--- config.mk ---
export PLATFORM = sky130hd
export DESIGN_NAME = render_sequencer
export DESIGN_NICKNAME = d
export VERILOG_FILES = /design/src/rtl/render_sequencer.sv
export SDC_FILE = /design/constraint.sdc
export NUM_CORES = 1
export LEC_CHECK = 0
export BUFFER_PORTS_ARGS = -buffer_cell sky130_fd_sc_hd__buf_2
export CORE_MARGIN = 2
export CORE_UTILIZATION = 45
export CTS_CLUSTER_DIAMETER = 200
export DETAILED_ROUTE_END_ITERATION = 8
export PLACE_DENSITY_LB_ADDON = 0.12
export SLEW_MARGIN = 20
export SYNTH_ARGS = -nofsm -noshare
export SYNTH_HDL_FRONTEND = slang
export SYNTH_SLANG_ARGS = --single-unit
--- constraint.sdc ---
create_clock -name Clk -period 5.3 [get_ports Clk]
set_input_delay 0.795 -clock Clk [delete_from_list [all_inputs] [get_ports Clk]]
set_output_delay 0.795 -clock Clk [all_outputs]
set_load 0.1 [all_outputs]
--- src/rtl/render_sequencer.sv ---
// render_sequencer
//
// Walks every pixel of a frame in raster order and, for each pixel, steps a
// collision-detection unit through all spheres, keeping the closest hit. Once
// every sphere has been tested the pixel is emitted with a one-cycle Write
// strobe.
//
// Per-pixel flow: wait for the ray LUT to settle, test each sphere, then write.
//
// Ports
//   Clk         single clock, rising edge
//   Reset       synchronous, active-high
//   Start       begin a frame (honoured only while idle)
//   Continuous  restart at (0,0) after the last pixel without a new Start
//   CdValid     collision result valid for the current SphereIdx
//   Collide     ray hits sphere SphereIdx (qualified by CdValid)
//   TNew        hit distance, unsigned 16.16 (qualified by CdValid & Collide)
//   WriteX/Y    current pixel column / row
//   SphereIdx   sphere under test
//   TBest       closest accepted hit so far for the current pixel
//   HitAny      current pixel has at least one accepted hit
//   HitIdx      index of the closest sphere hit
//   Write       frame-buffer write strobe for (WriteX, WriteY)
//   Busy        high whenever not idle
//   FrameDone   pulses together with the write of the last pixel
module render_sequencer #(
    parameter int unsigned NUM_SPHERES = 4,
    parameter int unsigned H_RES       = 640,
    parameter int unsigned V_RES       = 480,
    parameter int unsigned LUT_LATENCY = 2,
    parameter logic [31:0] T_MAX       = 32'h8FFF0000
) (
    input  logic                                                     Clk,
    input  logic                                                     Reset,
    input  logic                                                     Start,
    input  logic                                                     Continuous,
    input  logic                                                     CdValid,
    input  logic                                                     Collide,
    input  logic [31:0]                                              TNew,
    output logic [9:0]                                               WriteX,
    output logic [9:0]                                               WriteY,
    output logic [$clog2(NUM_SPHERES > 1 ? NUM_SPHERES : 2)-1:0]     SphereIdx,
    output logic [31:0]                                              TBest,
    output logic                                                     HitAny,
    output logic [$clog2(NUM_SPHERES > 1 ? NUM_SPHERES : 2)-1:0]     HitIdx,
    output logic                                                     Write,
    output logic                                                     Busy,
    output logic                                                     FrameDone
);

    localparam int unsigned IdxW = $clog2(NUM_SPHERES > 1 ? NUM_SPHERES : 2);
    localparam int unsigned LatW = $clog2(LUT_LATENCY + 1);

    typedef enum logic [1:0] {
        StIdle,
        StRayWait,
        StTest,
        StWrite
    } state_e;

    state_e            state_q, state_d;
    logic [9:0]        x_q, x_d;
    logic [9:0]        y_q, y_d;
    logic [IdxW-1:0]   idx_q, idx_d;
    logic [31:0]       tbest_q, tbest_d;
    logic              hit_any_q, hit_any_d;
    logic [IdxW-1:0]   hit_idx_q, hit_idx_d;
    logic [LatW-1:0]   lat_q, lat_d;

    logic              last_col;
    logic              last_px;

    assign last_col = (x_q == 10'(H_RES - 1));
    assign last_px  = last_col && (y_q == 10'(V_RES - 1));

    // State and datapath registers.
    always_ff @(posedge Clk) begin
        if (Reset) begin
            state_q   <= StIdle;
            x_q       <= '0;
            y_q       <= '0;
            idx_q     <= '0;
            tbest_q   <= T_MAX;
            hit_any_q <= 1'b0;
            hit_idx_q <= '0;
            lat_q     <= '0;
        end else begin
            state_q   <= state_d;
            x_q       <= x_d;
            y_q       <= y_d;
            idx_q     <= idx_d;
            tbest_q   <= tbest_d;
            hit_any_q <= hit_any_d;
            hit_idx_q <= hit_idx_d;
            lat_q     <= lat_d;
        end
    end

    // Next-state and datapath update.
    always_comb begin
        state_d   = state_q;
        x_d       = x_q;
        y_d       = y_q;
        idx_d     = idx_q;
        tbest_d   = tbest_q;
        hit_any_d = hit_any_q;
        hit_idx_d = hit_idx_q;
        lat_d     = lat_q;

        unique case (state_q)
            StIdle: begin
                if (Start) begin
                    state_d   = StRayWait;
                    x_d       = '0;
                    y_d       = '0;
                    idx_d     = '0;
                    tbest_d   = T_MAX;
                    hit_any_d = 1'b0;
                    hit_idx_d = '0;
                    lat_d     = '0;
                end
            end

            StRayWait: begin
                if (lat_q == LatW'(LUT_LATENCY - 1)) begin
                    state_d = StTest;
                end else begin
                    lat_d = lat_q + 1'b1;
                end
            end

            StTest: begin
                if (CdValid) begin
                    // Strict compare: on a tie the earlier (lower) index is kept.
                    if (Collide && (TNew < tbest_q)) begin
                        tbest_d   = TNew;
                        hit_idx_d = idx_q;
                        hit_any_d = 1'b1;
                    end
                    if (idx_q == IdxW'(NUM_SPHERES - 1)) begin
                        state_d = StWrite;
                    end else begin
                        idx_d = idx_q + 1'b1;
                    end
                end
            end

            StWrite: begin
                idx_d     = '0;
                tbest_d   = T_MAX;
                hit_any_d = 1'b0;
                lat_d     = '0;
                if (last_px) begin
                    x_d     = '0;
                    y_d     = '0;
                    state_d = Continuous ? StRayWait : StIdle;
                end else begin
                    state_d = StRayWait;
                    if (last_col) begin
                        x_d = '0;
                        y_d = y_q + 10'd1;
                    end else begin
                        x_d = x_q + 10'd1;
                    end
                end
            end

            default: begin
                state_d = StIdle;
            end
        endcase
    end

    // Outputs.
    always_comb begin
        WriteX    = x_q;
        WriteY    = y_q;
        SphereIdx = idx_q;
        TBest     = tbest_q;
        HitAny    = hit_any_q;
        HitIdx    = hit_idx_q;
        Write     = (state_q == StWrite);
        FrameDone = (state_q == StWrite) && last_px;
        Busy      = (state_q != StIdle);
    end

endmodule

=== Yosys cells after proc, flatten, opt, wreduce, memory -nomap -nowiden ===
Index checks and enable logic that the tools add are counted.

* Register bits after elaboration: 61
* Latch bits: 0
* Memory bits (writable): 0
* Memory bits (read-only): 0
* Bits of input ports: 38
* Output and inout bits: 60
* Word-level logic and storage cells: 75
* Memories: 0

* Add/subtract/negate cells: 4
* Multiply operators: 0
* Divide/modulo/power cells: 0
* $lt $le $gt $ge: 1
* Equal/unequal tests: 15
* Shift operators: 0
* Multiplexer cells: 31
* Bitwise logic cells: 0
* Reduce and logical (&&, ||, !) cells: 16

{| class="wikitable"
|+ Operators by type and width
! kind !! number
|-
| $mux 32 || 3
|-
| $pmux 32 s3 || 1
|-
| $mux 10 || 5
|-
| $pmux 10 s2 || 2
|-
| $lt 32x32->1 || 1
|-
| $add 10x1->10 const B || 2
|-
| $mux 2 || 10
|-
| $reduce_and 4->1 || 4
|-
| $ne 2x2->1 const B || 7
|-
| $pmux 2 s3 || 2
|-
| $eq 10x10->1 const B || 1
|-
| $eq 10x9->1 const B || 1
|-
| $pmux 2 s4 || 1
|-
| $eq 2x2->1 const B || 3
|-
| $reduce_and 3->1 || 2
|-
| $reduce_bool 2->1 || 3
|-
| $reduce_bool 3->1 || 2
|-
| $mux 1 || 5
|-
| $add 2x1->2 const B || 2
|-
| $eq 2x1->1 const B || 2
|-
| $pmux 2 s2 || 1
|-
| $logic_and 1x1->1 || 3
|-
| $ne 3x1->1 const B || 1
|-
| $pmux 1 s3 || 1
|-
| other kinds (2) || 2
|}

=== Longest topological paths before layout ===
* Depth after elaboration: 5
* Depth in mapped cells: 11
* Depth with buffers taken out: 9

=== Worst setup path after synthesis ===
No wires, ideal clock.

* Path type: register to output
* Start: reg x_q[0] (netlist: WriteX[0])
* End: out FrameDone
* Arrival time: 3.658 ns
* Data required time: 4.505 ns
* Slack: 0.847 ns
* Stages on the path, launching flop included: 7
* Cells stage by stage: dfxtp_1 -> ha_1 -> and3_1 -> clkbuf_1 -> nand4_1 -> or4_1 -> nor2_1

* Cells in the longest elaborated chain, start to end: 3

{| class="wikitable"
|+ RTL lines
! element !! line !! source
|-
| start, declared || 62 || <nowiki>logic [9:0] x_q, x_d;</nowiki>
|-
| start signal, assigned || 80 || <nowiki>x_q <= '0;</nowiki>
|-
| start signal, assigned || 89 || <nowiki>x_q <= x_d;</nowiki>
|-
| $eq 10x10->1 || 73 || <nowiki>assign last_col = (x_q == 10'(H_RES - 1));</nowiki>
|-
| $logic_and 1x1->1 || 74 || <nowiki>assign last_px = last_col && (y_q == 10'(V_RES - 1));</nowiki>
|-
| $logic_and 1x1->1 || 183 || <nowiki>FrameDone = (state_q == StWrite) && last_px;</nowiki>
|-
| end, declared || 48 || <nowiki>output logic FrameDone</nowiki>
|}

No other way between the ends.

=== Final worst setup path ===
Same ends and word-level chain as after synthesis.

==> impl_metrics.py <==
metrics = {
    "run_status": {
        "status": "completed",
    },
    "run": {
        "cap_violations": 0,
    },
    "critical_path": {
        "r2r_start": "state_q[0]$_SDFFE_PP0P_",
        "worst_setup_path_end_kind": "output port",
        "slowest_delay_ns": 0.63,
        "crit_type": "flop to output port",
        "worstPathArrival_ns": 2.62,
        "worstPathMaxFanout": 6,
        "critical_path_required_ns": 4.51,
        "cp-start-kind": "flop",
        "rrSetupSlack_ns": 2.09,
        "reg2reg_depth": 8,
        "r2r_end": "TBest[3]$_SDFFE_PP0P_",
        "cp_slowest_cell": "or4_1",
        "path_cells": "ha_1, and3_1, nand4_1, or4_1, nor2_1, buf_2",
    },
    "logic_synthesis": {
        "syn-num-nets": 453,
        "synthAdderAreaFrac": 0.153,
        "synthMuxAreaShare": 0.00957,
        "netlist_area_mm2": 0.00327,
        "avgSynthCellArea_um2": 8.71,
        "synth_compound_area_frac": 0.189,
        "synth_top_cells_by_count": "dfxtp_1 (61), ha_1 (40), inv_1 (38), nor2_1 (31), nand2_1 (26)",
        "synth-seq-cells": 61,
        "yosys_warnings": 0,
        "synthFlopType": "dfxtp_1",
        "yosys.area_share.simple": 0.175,
        "netlist_instances": 375,
        "synth_most_common_cell": "dfxtp_1",
        "synth_cell_type_count": 42,
        "synth_area_leaders": "dfxtp_1 (37%), ha_1 (15%), a22o_1 (5.4%), inv_1 (4.4%), a21oi_1 (3.7%)",
        "synth-edff-count": 0,
        "netlist.top_cell.by_area": "dfxtp_1",
        "synth_top_family_by_area": "compound AO/OA/AOI/OAI gates",
        "ys_seq_area_frac": 0.374,
        "synth_xor_xnor_area_share": 0.0295,
        "yosysTopAreaCellShare": 0.374,
        "synthArstFlopShare": 0,
    },
    "finish": {
        "final_cells": 572,
        "drive_gt1_frac": 0.239,
        "fin_nets": 547,
        "area_growth_syn_to_layout_pct": 21.0,
        "antennaDiodeCount": 0,
    },
    "clock_tree": {
        "cts_setup_buffers": 0,
        "cts_buffer_depth": 2,
        "hold_buffers": 0,
        "htreeDepth": 3,
        "numCtsBuffers": 9,
        "ctsRootBufferMaster": "clkbuf_8",
        "clkSlewWorstSetupHoldPaths_ns": 0.07,
        "cts_resized": 0,
        "clock-sinks": 61,
        "cts_tree": "yes",
        "insertion_delay_ns": 0.33,
    },
    "global_routing": {
        "grt_overflow": 0,
        "antenna_found_initial": 0,
        "groute.usage.overall": 0.194,
        "grt_pass1_wl_um": 12200,
        "grt_pass1_vias": 2725,
        "grt_max_degree": 28,
    },
    "timing": {
        "worst_slew_pin_slew_ns": 0.804,
        "post-route-period-util": 0.645,
        "drv_slew": 0,
        "post-route-min-period_ns": 3.42,
        "timing.setup.tns_ns": 0,
        "slew_headroom": 0.464,
        "hold_viol_final": 0,
        "fmaxAchievable_ghz": 0.293,
        "setup_viol": 0,
        "rsz0062_at_grt": "no",
        "skew_ns": 0.00969,
    },
    "floorplanning": {
        "initial_core_util": 0.458,
        "die_y_um": 89.2,
        "ioPinCount": 98,
        "die_area_mm2": 0.00796,
        "core_area_mm2": 0.00714,
        "dieWidth_um": 89.2,
        "std_cell_rows": 31,
    },
    "route": {
        "route.detailed.wl_per_inst_um": 13.2,
        "first_pass_iters": 4,
        "via_per_inst": 5.28,
        "num_vias": 3018,
        "antenna_left": 0,
        "wl_um": 7580,
        "drc": 0,
        "drtIter0Drc": 82,
    },
    "min_path": {
        "worstHoldStart": "lat_q[1]$_SDFFE_PP0P_",
        "timing.hold.worst.class": "flop to flop",
        "holdPathEnd": "lat_q[1]$_SDFFE_PP0P_",
        "holdPathStages": 2,
    },
    "power_and_ir_drop": {
        "leakage_nw": 1.87,
        "p_total_mw": 1.58,
        "vdd_drop_max_uv": 235,
        "p_per_area_mw_per_mm2": 399,
    },
    "placement": {
        "place_congestion": 0.802,
        "dpl.cell_count": 557,
        "port_buffers": 97,
        "hpwl_um": 5610,
    },
}
state kept, by name, summed over array words and instances, names as in the netlist:
name       cells
lat_q          2
TBest         32
HitAny         1
WriteY        10
SphereIdx      2
state_q        2
HitIdx         2
WriteX        10
report_power, final:
group	leakage (nW)	switching, mW	internal [mW]
clock network	0.0856	0.181	0.165
logic	1.29	0.551	0.159
registers	0.493	0.0280	0.496
total	1.87	0.760	0.819
worst max path at each step:
stage / start / to / slack [ns]
after floorplan: WriteX[0]$_SDFFE_PP0P_ / FrameDone / 0.85
final: WriteX[0]$_SDFFE_PP0P_ / FrameDone / 1.88
after CTS: WriteX[0]$_SDFFE_PP0P_ / FrameDone / 1.85
after global routing: WriteX[0]$_SDFFE_PP0P_ / FrameDone / 1.62
after detailed placement: TNew[31] / TBest[3]$_SDFFE_PP0P_ / 1.84
after global placement: TNew[31] / TBest[5]$_SDFFE_PP0P_ / 1.96
layout by cell type (no fill, tap or decap), types with 2 or more instances in the layout:
master / instances
clkinv_1: 2
nand4_1: 9
clkbuf_8: 9
or4_1: 2
xor2_1: 9
nand2b_1: 2
nor3b_1: 3
a22o_1: 20
nand2_1: 26
and3_1: 6
dfxtp_1: 61
ha_1: 40
a21oi_1: 24
and4_1: 2
o21ai_0: 14
nor2_1: 31
buf_2: 97
a21o_1: 3
a32o_1: 2
inv_1: 38
a22oi_1: 4
a31oi_1: 16
a211o_1: 3
xnor2_1: 2
nor4_1: 14
or3_1: 2
nand4b_1: 2
nand3_1: 9
clkinv_2: 4
nor2b_1: 2
mux2i_1: 2
per-layer routing:
metal	wire length, um	global-route usage
met5	0	0
met2	3430	0.305
met3	451	0.0425
met1	3600	0.264
met4	91	0.0651
area by class of cell:
class / instances / area, um2
Sequential cell: 61 / 1220
Clock buffer: 10 / 128
Fill cell: 719 / 3180
Timing Repair Buffer: 97 / 485
Inverter: 40 / 150
Multi-Input combinational cell: 260 / 1820
Clock inverter: 5 / 28.8
Tap cell: 99 / 124
cell families after synthesis:
kind of cell / Yosys count
multiplexers: 3
AND/OR/NAND/NOR: 113
adder cells (fa/ha/maj): 40
buffers and inverters: 54
flip-flops: 61
XOR/XNOR: 11
AO/OA/AOI/OAI: 93
worst max-delay path, delay by kind of cell, from the launching register on:
| kind | cells | cell delay [ns] |
|---|---|---|
| buffers and inverters | 1 | 0.44 |
| DFF | 1 | 0.40 |
| adders and majority gates | 1 | 0.19 |
| and+or+nand+nor | 4 | 1.26 |
per-stage QoR:
step                area, um2  hold WS, ns   util  setup slack (ns)
finish                   3950        0.452  0.554              1.88
global route             3950        0.480  0.554              1.62
CTS                      3950        0.457  0.554              1.85
detailed placement       3800        0.448  0.532              1.84
global placement         3800        0.441  0.532              1.96
floorplan                3270        0.432      -             0.847
Note: power is estimated with default switching activity, not from simulation.
